==> src/rtl/decode_ctrl_pipe.sv <==
// Decode stage for a RISC-V style front end: turns the opcode of an accepted
// instruction into a registered control bundle, splits atomics into a read and
// a write micro-op, and keeps a saturating count of illegal instructions.
module decode_ctrl_pipe #(
    parameter int EN_CSR    = 1,
    parameter int EN_ATOMIC = 1,
    parameter int AMO_SPLIT = 1,
    parameter int ILL_CNT_W = 8
) (
    input  logic                 clk,
    input  logic                 reset_n,
    input  logic                 flush,
    input  logic                 in_valid,
    output logic                 in_ready,
    input  logic [31:0]          instr,
    input  logic                 stall_compressed,
    output logic                 out_valid,
    input  logic                 out_ready,
    output logic                 reg_write,
    output logic                 mem_write,
    output logic                 branch,
    output logic                 alu_src,
    output logic                 jump,
    output logic                 lui,
    output logic                 auipc,
    output logic                 jal,
    output logic                 r_type,
    output logic                 csr_type,
    output logic                 is_atomic,
    output logic                 invalid_inst,
    output logic [1:0]           mem_csr_to_reg,
    output logic [1:0]           alu_op,
    output logic                 uop_phase,
    output logic [ILL_CNT_W-1:0] ill_count
);

    localparam logic [6:0] OP_R      = 7'b0110011;
    localparam logic [6:0] OP_I      = 7'b0010011;
    localparam logic [6:0] OP_JALR   = 7'b1100111;
    localparam logic [6:0] OP_LOAD   = 7'b0000011;
    localparam logic [6:0] OP_STORE  = 7'b0100011;
    localparam logic [6:0] OP_BRANCH = 7'b1100011;
    localparam logic [6:0] OP_JAL    = 7'b1101111;
    localparam logic [6:0] OP_LUI    = 7'b0110111;
    localparam logic [6:0] OP_AUIPC  = 7'b0010111;
    localparam logic [6:0] OP_SYSTEM = 7'b1110011;
    localparam logic [6:0] OP_AMO    = 7'b0101111;

    typedef enum logic {RUN, AMO_WR} state_t;

    typedef struct packed {
        logic       reg_write;
        logic       mem_write;
        logic       branch;
        logic       alu_src;
        logic       jump;
        logic       lui;
        logic       auipc;
        logic       jal;
        logic       r_type;
        logic       csr_type;
        logic       is_atomic;
        logic       invalid_inst;
        logic [1:0] mem_csr_to_reg;
        logic [1:0] alu_op;
        logic       uop_phase;
    } ctrl_t;

    state_t                 state;
    state_t                 state_next;
    ctrl_t                  dec;
    ctrl_t                  amo_wr_uop;
    ctrl_t                  ctrl_q;
    ctrl_t                  ctrl_out;
    logic                   dec_amo;
    logic                   dec_illegal;
    logic                   out_valid_q;
    logic                   suppress_q;
    logic [ILL_CNT_W-1:0]   ill_q;
    logic                   accept;
    logic                   hand_off;
    logic                   unused_instr_bits;

    // Only the opcode field matters to this stage.
    assign unused_instr_bits = ^instr[31:7];

    assign in_ready = ~flush & (state == RUN) & (~out_valid_q | out_ready);
    assign accept   = in_valid & in_ready;
    assign hand_off = out_valid_q & out_ready;

    // Second half of a split atomic: the memory write.
    always_comb begin
        amo_wr_uop           = '0;
        amo_wr_uop.mem_write = 1'b1;
        amo_wr_uop.is_atomic = 1'b1;
        amo_wr_uop.uop_phase = 1'b1;
    end

    // Opcode decode of the incoming word; illegal words keep alu_op=11 and
    // only flag invalid_inst when not hidden by a compressed bubble or flush.
    always_comb begin
        dec         = '0;
        dec_amo     = 1'b0;
        dec_illegal = 1'b0;
        case (instr[6:0])
            OP_R: begin
                dec.reg_write = 1'b1;
                dec.r_type    = 1'b1;
                dec.alu_op    = 2'b11;
            end
            OP_I: begin
                dec.reg_write = 1'b1;
                dec.alu_src   = 1'b1;
                dec.alu_op    = 2'b01;
            end
            OP_JALR: begin
                dec.reg_write = 1'b1;
                dec.alu_src   = 1'b1;
                dec.jump      = 1'b1;
            end
            OP_LOAD: begin
                dec.reg_write      = 1'b1;
                dec.alu_src        = 1'b1;
                dec.mem_csr_to_reg = 2'b01;
            end
            OP_STORE: begin
                dec.mem_write = 1'b1;
                dec.alu_src   = 1'b1;
            end
            OP_BRANCH: begin
                dec.branch = 1'b1;
                dec.alu_op = 2'b10;
            end
            OP_JAL: begin
                dec.reg_write = 1'b1;
                dec.alu_src   = 1'b1;
                dec.jump      = 1'b1;
                dec.jal       = 1'b1;
            end
            OP_LUI: begin
                dec.reg_write = 1'b1;
                dec.alu_src   = 1'b1;
                dec.lui       = 1'b1;
            end
            OP_AUIPC: begin
                dec.reg_write = 1'b1;
                dec.alu_src   = 1'b1;
                dec.auipc     = 1'b1;
            end
            OP_SYSTEM: begin
                if (EN_CSR != 0) begin
                    dec.reg_write      = 1'b1;
                    dec.csr_type       = 1'b1;
                    dec.mem_csr_to_reg = 2'b10;
                    dec.alu_op         = 2'b11;
                end else begin
                    dec_illegal = 1'b1;
                end
            end
            OP_AMO: begin
                if (EN_ATOMIC != 0) begin
                    dec_amo       = 1'b1;
                    dec.reg_write = 1'b1;
                    dec.is_atomic = 1'b1;
                    if (AMO_SPLIT != 0) begin
                        dec.mem_csr_to_reg = 2'b01;
                    end
                end else begin
                    dec_illegal = 1'b1;
                end
            end
            default: begin
                dec_illegal = 1'b1;
            end
        endcase
        if (dec_illegal) begin
            dec              = '0;
            dec.alu_op       = 2'b11;
            dec.invalid_inst = ~(stall_compressed | suppress_q);
        end
    end

    // State register.
    always_ff @(posedge clk or negedge reset_n) begin
        if (!reset_n) begin
            state <= RUN;
        end else begin
            state <= state_next;
        end
    end

    // Next state: enter AMO_WR on a split atomic, leave once the read is taken.
    always_comb begin
        state_next = state;
        if (flush) begin
            state_next = RUN;
        end else begin
            case (state)
                RUN:     if (accept && dec_amo && (AMO_SPLIT != 0)) state_next = AMO_WR;
                AMO_WR:  if (hand_off) state_next = RUN;
                default: state_next = RUN;
            endcase
        end
    end

    // Output register, suppression flag and illegal counter.
    always_ff @(posedge clk or negedge reset_n) begin
        if (!reset_n) begin
            out_valid_q <= 1'b0;
            ctrl_q      <= '0;
            suppress_q  <= 1'b1;
            ill_q       <= '0;
        end else if (flush) begin
            out_valid_q <= 1'b0;
            ctrl_q      <= '0;
            suppress_q  <= 1'b1;
        end else if (state == AMO_WR) begin
            if (hand_off) begin
                ctrl_q <= amo_wr_uop;
            end
        end else if (accept) begin
            out_valid_q <= 1'b1;
            ctrl_q      <= dec;
            suppress_q  <= 1'b0;
            if (dec.invalid_inst && (ill_q != {ILL_CNT_W{1'b1}})) begin
                ill_q <= ill_q + 1'b1;
            end
        end else if (out_ready) begin
            out_valid_q <= 1'b0;
            ctrl_q      <= '0;
        end
    end

    // Control outputs read as zero whenever the bundle is not valid.
    always_comb begin
        ctrl_out = '0;
        if (out_valid_q) begin
            ctrl_out = ctrl_q;
        end
    end

    assign out_valid      = out_valid_q;
    assign reg_write      = ctrl_out.reg_write;
    assign mem_write      = ctrl_out.mem_write;
    assign branch         = ctrl_out.branch;
    assign alu_src        = ctrl_out.alu_src;
    assign jump           = ctrl_out.jump;
    assign lui            = ctrl_out.lui;
    assign auipc          = ctrl_out.auipc;
    assign jal            = ctrl_out.jal;
    assign r_type         = ctrl_out.r_type;
    assign csr_type       = ctrl_out.csr_type;
    assign is_atomic      = ctrl_out.is_atomic;
    assign invalid_inst   = ctrl_out.invalid_inst;
    assign mem_csr_to_reg = ctrl_out.mem_csr_to_reg;
    assign alu_op         = ctrl_out.alu_op;
    assign uop_phase      = ctrl_out.uop_phase;
    assign ill_count      = ill_q;

endmodule

==> config.mk <==
export PLATFORM = sky130hd
export DESIGN_NAME = decode_ctrl_pipe
export DESIGN_NICKNAME = d
export VERILOG_FILES = /design/src/rtl/decode_ctrl_pipe.sv
export SDC_FILE = /design/constraint.sdc
export NUM_CORES = 1
export LEC_CHECK = 0
export ABC_AREA = 1
export BUFFER_PORTS_ARGS = -buffer_cell sky130_fd_sc_hd__buf_2
export CORE_AREA = 8 8 67 69
export DETAILED_ROUTE_END_ITERATION = 8
export DIE_AREA = 0 0 75 77
export PLACE_DENSITY_LB_ADDON = 0.08
export SETUP_SLACK_MARGIN = 0.02
export SYNTH_ARGS = -nofsm -noshare
export SYNTH_HDL_FRONTEND = slang
export SYNTH_SLANG_ARGS = --single-unit
==> constraint.sdc <==
create_clock -name clk -period 3.59 [get_ports clk]
set_clock_uncertainty 0.05 [all_clocks]
set_input_delay 0.5385 -clock clk [delete_from_list [all_inputs] [get_ports clk]]
set_output_delay 0.5385 -clock clk [all_outputs]
set_load 0.01 [all_outputs]
# Word level (Yosys, flattened, before mapping)
# Cells that the tools add are included.
# totals
register_bits,28
latchBits,0
ram_bits,0
rom_bits,0
inputBits,38
output_inout_bits,27
elab_cells,90
memories,0
# classes
add_sub_neg,1
n_mul,0
n_div,0
order_cmp,0
eq_ne,14
shifts,0
n_mux,31
n_bitwise,10
reduce_logical,15
# ops
cell,n
17-bit 2-to-1 mux,7
7-bit by 6-bit equality test with 1-bit output (second input constant),4
7-bit equality test (second input constant),4
1-bit 2-to-1 mux,21
7-bit by 5-bit equality test with 1-bit output (second input constant),2
11-bit OR reduction,1
9-bit OR reduction,1
8-bit by 1-bit adder with 8-bit output (second input constant),1
8-bit != test (second input constant),1
7-bit by 2-bit equality test with 1-bit output (second input constant),1
7-bit OR reduction,1
2-bit case mux with 3 select lines,1
2-bit AND reduction,3
2-bit OR reduction,3
1-bit bitwise AND,4
1-bit NOT,4
2-bit case mux with 2 select lines,1
4-bit AND reduction,1
4-bit nonzero test,1
3-bit by 2-bit != test with 1-bit output (second input constant),1
3-bit nonzero test,1
1-bit logical AND,2
2-bit != test (second input constant),1
1-bit OR,2
2 further kinds,2

# Depth between registers and ports, before layout
# Gate-level depths: netlist of the first run.
# depth
ltp_word,8
ltp_mapped,10
ltp_nobuf,10

# Worst setup path before layout of the first run
# Ideal clock, no wire load.
# synth_path
path_kind,reg2out
startpoint,"register out_valid_q, in the netlist out_valid"
endpoint,output mem_csr_to_reg[1]
arrival_ps,1152
required_time_ps,3002
path_slack_ps,1850
path_stages_with_launch,6
path_buffers,3
path_cell_list,dfrtp_1 -> buf_2 -> buf_1 -> nand2_1 -> inv_1 -> buf_4
# synth_between
elab_chain_cells,1
# synth_rtl
item,line,text
"start, declared",77,logic out_valid_q;
"start signal, assigned",209,out_valid_q <= 1'b0;
"start signal, assigned",214,out_valid_q <= 1'b0;
"start signal, assigned",222,out_valid_q <= 1'b1;
17-bit 2-to-1 mux,237,if (out_valid_q) begin
"end, declared",31,"output logic [1:0] mem_csr_to_reg,"
# No other way between the ends.

# Final worst setup path of the first run
# layout_path
startpoint,"register out_valid_q, in the netlist out_valid"
endpoint,output in_ready
# layout_between
elab_chain_cells,3
# layout_rtl
item,line,text
1-bit NOT,87,assign in_ready = ~flush & (state == RUN) & (~out_valid_q | out_ready);
1-bit OR,87,
1-bit bitwise AND,87,
"end, declared",14,"output logic in_ready,"
# No other way between the ends.

==> results_dict.tcl, run 1 <==
set metrics [dict create \
    dpl.hpwl_um 2770 \
    grt_pass1_vias 1446 \
    cts.path.max_buffers 2 \
    die_area_um2 5780 \
    post_cts_buffers 0 \
    dp_slack_ns 1.50 \
    crit_type "register to primary output" \
    register_area_um2 677 \
    pwr-share-seq_pct 58.3 \
    start_util_pct 46.9 \
    power_density_nw_per_um2 316 \
    area_growth_pct 15.0 \
    finalSetupTns_ns 0 \
    via_per_inst 4.78 \
    drtIter0Drc 45 \
    cp_top_family "flip-flops" \
    required_ns 3.00 \
    synth.cell_area_um2 1640 \
    leakagePower_nw 1.14 \
    portBuffers 39 \
    maxCapViolCount 0 \
    ant_nets 0 \
    yosysSeqAreaShare_pct 41.3 \
    syn_nets 264 \
    antennaDiodeCount 0 \
    worst-slew-pin-transition_ns 0.656 \
    fin_crit_sh_pct 58.3 \
    status "completed" \
    slew_viol_final 0 \
    grt_pass1_wl_um 6360 \
    ctsResizeCount 0 \
    cts_buffers 3 \
    num_io_pins 65 \
    htreeDepth 1 \
    synthCells 225 \
    use_met1_pct 17.3 \
    power_frac_clock_pct 23.1 \
    crit_buf_inv 2 \
    power.internal_uw 405 \
    fin_ws_ns 1.50 \
    coreArea_um2 3500 \
    routed_wl_um 3650 \
    fillCellCount 395 \
    post_synth.cell_area_avg_um2 7.28 \
    hp-class "primary input to async pin" \
    overflow 0 \
    arrival_ns 1.50 \
    drive_above_1_share_pct 27.9 \
    wl_per_cell_um 11.8 \
    multi_input_area_um2 771 \
    ys_types 31 \
    antenna_found_initial 0 \
    cts.clk_slew.worst_paths_ns 0.16 \
    clock_latency_ns 0.34 \
    cts_tree "built" \
    drt-pass1-iter-count 4 \
    die_w_um 75 \
    clock_sinks 27 \
    slew_headroom_pct 56.3 \
    grt_max_degree 28 \
    rows 22 \
    slowest_delay_ns 0.79 \
    switchingPower_uw 190 \
    crit_fanout 20 \
    cp_slowest_cell "dfrtp_1" \
    gr-usage-all-layers_pct 13.6 \
    ctsHoldBuffers 0 \
    period_needed_ns 2.09 \
    ys_seq_elements 27 \
    die_y_um 77 \
    yosys_warnings 0 \
    cp-start-kind "register" \
    crit_chain "nand2_2, inv_1, nor3_1, buf_2" \
    nNetsFinal 302 \
    rsz0062_at_grt "false" \
    synth_edf_count 0 \
    p_comb_share_pct 18.6 \
    power_switching_share_pct 32.0 \
    synth_ff_type "dfrtp_1" \
    use_met2_pct 21.7 \
    vias 1483 \
    top_usage_layer "met2" \
    peakVddDrop_v 0.000234 \
    hold_violations 0 \
    async_flop_share_pct 100 \
    cts_root_buffer "clkbuf_4" \
    drc 0 \
    use_met3_pct 3.12 \
    end_kind "primary output" \
    gp_congestion 0.838 \
    max_freq_mhz 478 \
    finalSetupViolations 0 \
]
stage by stage:
step / power (mW) / instance area [um^2] / hold slack, ns / util (%) / cells
final: 0.595 / 1880 / 0.130 / 53.9 / 310
after global routing: 0.634 / 1880 / 0.173 / 53.9 / 310
after CTS: 0.601 / 1880 / 0.153 / 53.9 / 310
after detailed placement: 0.465 / 1860 / 0.416 / 53.1 / 306
after global placement: 0.464 / 1860 / 0.418 / 53.1 / 306
after floorplan: 0.420 / 1640 / 0.193 / - / 225
state kept, by name (all words and copies together) (netlist names):
| name | flops |
|---|---|
| ctrl_q | 16 |
| ill_count | 8 |
| out_valid | 1 |
| suppress_q | 1 |
| state | 1 |
area by class of cell:
class	count	share of cell area [%]
multi-input cells	151	40.9
flip-flops and latches	27	35.9
repair buffers	39	10.4
inverters	41	8.17
well taps	48	3.19
clock buffers	3	1.20
clock inverters	1	0.266
power groups by stage:
stage	sequential, mW	clock [mW]	combinational (mW)
global route	0.352	0.155	0.127
floorplan	0.352	0	0.0680
finish	0.347	0.138	0.111
detailed placement	0.352	0	0.113
CTS	0.347	0.141	0.114
global placement	0.352	0	0.112
per-layer routing:
metal,routed length (um),vias to the layer above
met5,0,-
met4,50,0
met3,261,5
met2,1610,36
met1,1730,662
li1,-,780
synthesized netlist by cell type, types with 2 or more instances:
master   number  area, um^2
nor2_2        2        12.5
nand3_2       4        40.0
inv_2        12        45.0
nand2_1      66         248
nor3_1        7        35.0
buf_2         3        15.0
inv_1        29         109
xor2_1        3        26.3
nand2_2       6        37.5
nor2_4        2        22.5
o21ai_0       8        40.0
nor2_1       14        52.6
a21oi_1       3        15.0
o41ai_1       3        26.3
dfrtp_1      26         651
o21ai_1       7        35.0
nand3_1      16        80.1
worst register-to-register path, cell delays in order (launching register included):
cell	delay [ns]
dfrtp_1	0.65
nand2_2	0.19
nand4_2	0.35
inv_2	0.37
nand4_4	0.20
nand2_1	0.10
nand2_1	0.05
kinds of logic after synthesis:
| kind of cell | share of synthesized area [%] |
|---|---|
| compound gates | 9.47 |
| xor+xnor | 2.14 |
| fa+ha+maj | 0.763 |
| buf+inv | 11.7 |
| flops | 41.3 |
| simple gates | 34.7 |
worst paths after layout:
kind	from	slack [ns]	to	depth (start not counted)
hold / removal	reset_n	0.13	ctrl_q[8]$_DFFE_PN0P_	1
setup / recovery	out_valid$_DFFE_PN0P_	1.50	in_ready	4
setup reg to reg	out_valid$_DFFE_PN0P_	1.54	ill_count[2]$_DFFE_PN0P_	6
min in group clk	instr[5]	0.40	ctrl_q[10]$_DFFE_PN0P_	2
max in group asynchronous	reset_n	2.94	ill_count[4]$_DFFE_PN0P_	1
hold reg to reg	ctrl_q[1]$_DFFE_PN0P_	0.45	ctrl_q[1]$_DFFE_PN0P_	2
placed cells by master (no fill, tap or decap):
cell,instances
o21ai_1,7
nand4_2,1
nor3_1,7
nand3_1,16
inv_1,29
xor2_1,3
a21oi_2,1
o21ai_0,8
a31oi_1,1
o31ai_1,1
a21oi_1,3
clkbuf_4,3
nand4_4,1
o211ai_1,1
inv_2,12
ha_1,1
buf_2,39
nand2_1,66
nand4_1,1
dfstp_2,1
nand2_2,6
a22o_1,1
xnor2_1,1
clkinv_2,1
o41ai_1,3
nor2_4,2
nor2_2,2
nand3_2,4
nor2_1,14
dfrtp_1,26
(Power assumes the default switching activity.)
==> run 2: changes to the inputs <==
Settings changed: CORE_AREA 8 8 67 69 to 8 8 71 73, DIE_AREA 0 0 75 77 to 0 0 79 81.
Clock period 3.59 ns to 1.81 ns, I/O delays scaled along.
==> run 2 against run 1 <==
Compared with the run above: worst hold slack better by 0.082 ns; via count is 1.4% higher; register-to-register slack worse by 1.4 ns; largest power group unchanged; global-route usage is 1.2 points lower.
==> results_dict.tcl, run 2 (same netlist as run 1, synthesis figures left out) <==
set metrics [dict create \
    antenna_found_initial 0 \
    critPathCapture "ill_count[3]$_DFFE_PN0P_" \
    p_comb_share_pct 18.8 \
    hp-class "primary input to register" \
    crit_type "register to register" \
    largest_reg_flops 16 \
    worst-slew-pin-transition_ns 0.605 \
    end_kind "register" \
    wl_per_cell_um 11.8 \
    die_w_um 79 \
    period_needed_ns 1.64 \
    final_common_cell "nand2_1" \
    r2r_start "ill_count[0]$_DFFE_PN0P_" \
    dpl.hpwl_um 2900 \
    total_power_mw 1.25 \
    gp_congestion 0.872 \
    cts.path.max_buffers 2 \
    htreeDepth 1 \
    required_ns 1.97 \
    worst_r2r_path_depth 8 \
    nNetsFinal 306 \
    cts_root_buffer "clkbuf_8" \
    ctsResizeCount 0 \
    grt_pass1_vias 1434 \
    coreArea_um2 3910 \
    top_register "ctrl_q" \
    finalSetupViolations 0 \
    utilization_pct 49.5 \
    hold_violations 0 \
    slew_headroom_pct 59.7 \
    grt_max_degree 28 \
    dpl_cell_area_um2 1870 \
    drtIter0Drc 65 \
    power_frac_clock_pct 27.1 \
    arrival_ns 1.80 \
    cp-start-kind "register" \
    maxCapViolCount 0 \
    die_y_um 81 \
    portBuffers 39 \
    vias 1504 \
    die_area_um2 6400 \
    pwr-share-seq_pct 54.1 \
    peakVddDrop_v 0.000301 \
    rr_endpoint "ill_count[3]$_DFFE_PN0P_" \
    routed_wl_um 3730 \
    switchingPower_uw 369 \
    status "completed" \
    crit_fanout 8 \
    final_area_um2 1940 \
    cts_tree "built" \
    drt-pass1-iter-count 4 \
    clock_latency_ns 0.27 \
    grt_pass1_wl_um 6470 \
    fin_crit_sh_pct 90.5 \
    max_freq_mhz 610 \
    antennaDiodeCount 0 \
    mostFrequentLayoutCells "nand2_1 (66), buf_2 (39), inv_1 (29)" \
    power_density_nw_per_um2 646 \
    cts.clk_slew.worst_paths_ns 0.09 \
    overflow 0 \
    start_util_pct 41.9 \
    power_switching_share_pct 29.5 \
    num_io_pins 65 \
    via_per_inst 4.76 \
    gr-usage-all-layers_pct 12.3 \
    slew_viol_final 0 \
    crit_start "ill_count[0]$_DFFE_PN0P_" \
    ant_nets 0 \
    finalSetupTns_ns 0 \
    clock_sinks 27 \
    leakagePower_nw 1.16 \
    rrSetupSlack_ns 0.17 \
    drc 0 \
    rsz0062_at_grt "false" \
    cts_buffers 3 \
    area_growth_pct 18.2 \
    drive_above_1_share_pct 28.2 \
    power.internal_uw 883 \
    rows 23 \
]
## run 2: cell types whose count changed in the layout (fill, tap and decap cells not counted), sizes merged
cell         previous run  this run
clkinv                  1         0
dlygate4sd3             0         1
buf                    39        42
clkbuf                  3         4
## run 2: worst min path at each step
stage / slack [ns] / cells past startpoint / to / start
floorplan: -0.07 / 0 / ctrl_q[0]$_DFFE_PN0P_ / reset_n
CTS: 0.20 / 2 / ctrl_q[10]$_DFFE_PN0P_ / instr[5]
global placement: 0.27 / 1 / ctrl_q[10]$_DFFE_PN0P_ / reset_n
finish: 0.21 / 2 / ctrl_q[10]$_DFFE_PN0P_ / instr[5]
detailed placement: 0.27 / 1 / ctrl_q[10]$_DFFE_PN0P_ / reset_n
global route: 0.20 / 2 / ctrl_q[10]$_DFFE_PN0P_ / instr[5]
## run 2: through the flow
step                hold slack [ns]  cells  setup slack [ns]
floorplan                   -0.0741    225             0.269
global placement              0.274    310             0.170
detailed placement            0.270    310             0.169
CTS                           0.203    315             0.144
global route                  0.204    316            0.0176
finish                        0.211    316             0.171
## run 2: routing by layer
layer	routed length (um)	part of all wire (%)	track usage, %
met3	192	5.1	2.32
met5	0	0	0
met4	57	1.5	5.00
met1	1800	48	16.1
met2	1680	45	19.7
## run 2: critical path: stages, from the launching register on
cell and delay, ns:
dfrtp_1 0.43, ha_1 0.25, nand3_1 0.12, nor2_1 0.06, a21oi_2 0.23, inv_2 0.07
nor2_4 0.20, nand3_1 0.10, nand2_1 0.07
## run 2: area by class of cell
class	count	area (um^2)
Timing Repair Buffer	43	228
Multi-Input combinational cell	151	771
Fill cell	449	1980
Sequential cell	27	677
Tap cell	50	62.6
Clock buffer	4	45.0
Inverter	41	154
## run 2: timing repair
action	CTS	global route
setup buffers	0	1
hold endpoints to repair	26	0
hold buffers	1	0
setup endpoints to repair	0	2
## run 2: power by group through the flow
stage | Clock (mW) | Combinational (mW) | Sequential (mW)
3_5_place_dp | 0 | 0.238 | 0.689
6_report | 0.339 | 0.235 | 0.678
2_1_floorplan | 0 | 0.135 | 0.697
5_1_grt | 0.376 | 0.267 | 0.687
4_1_cts | 0.356 | 0.240 | 0.677
3_3_place_gp | 0 | 0.239 | 0.688
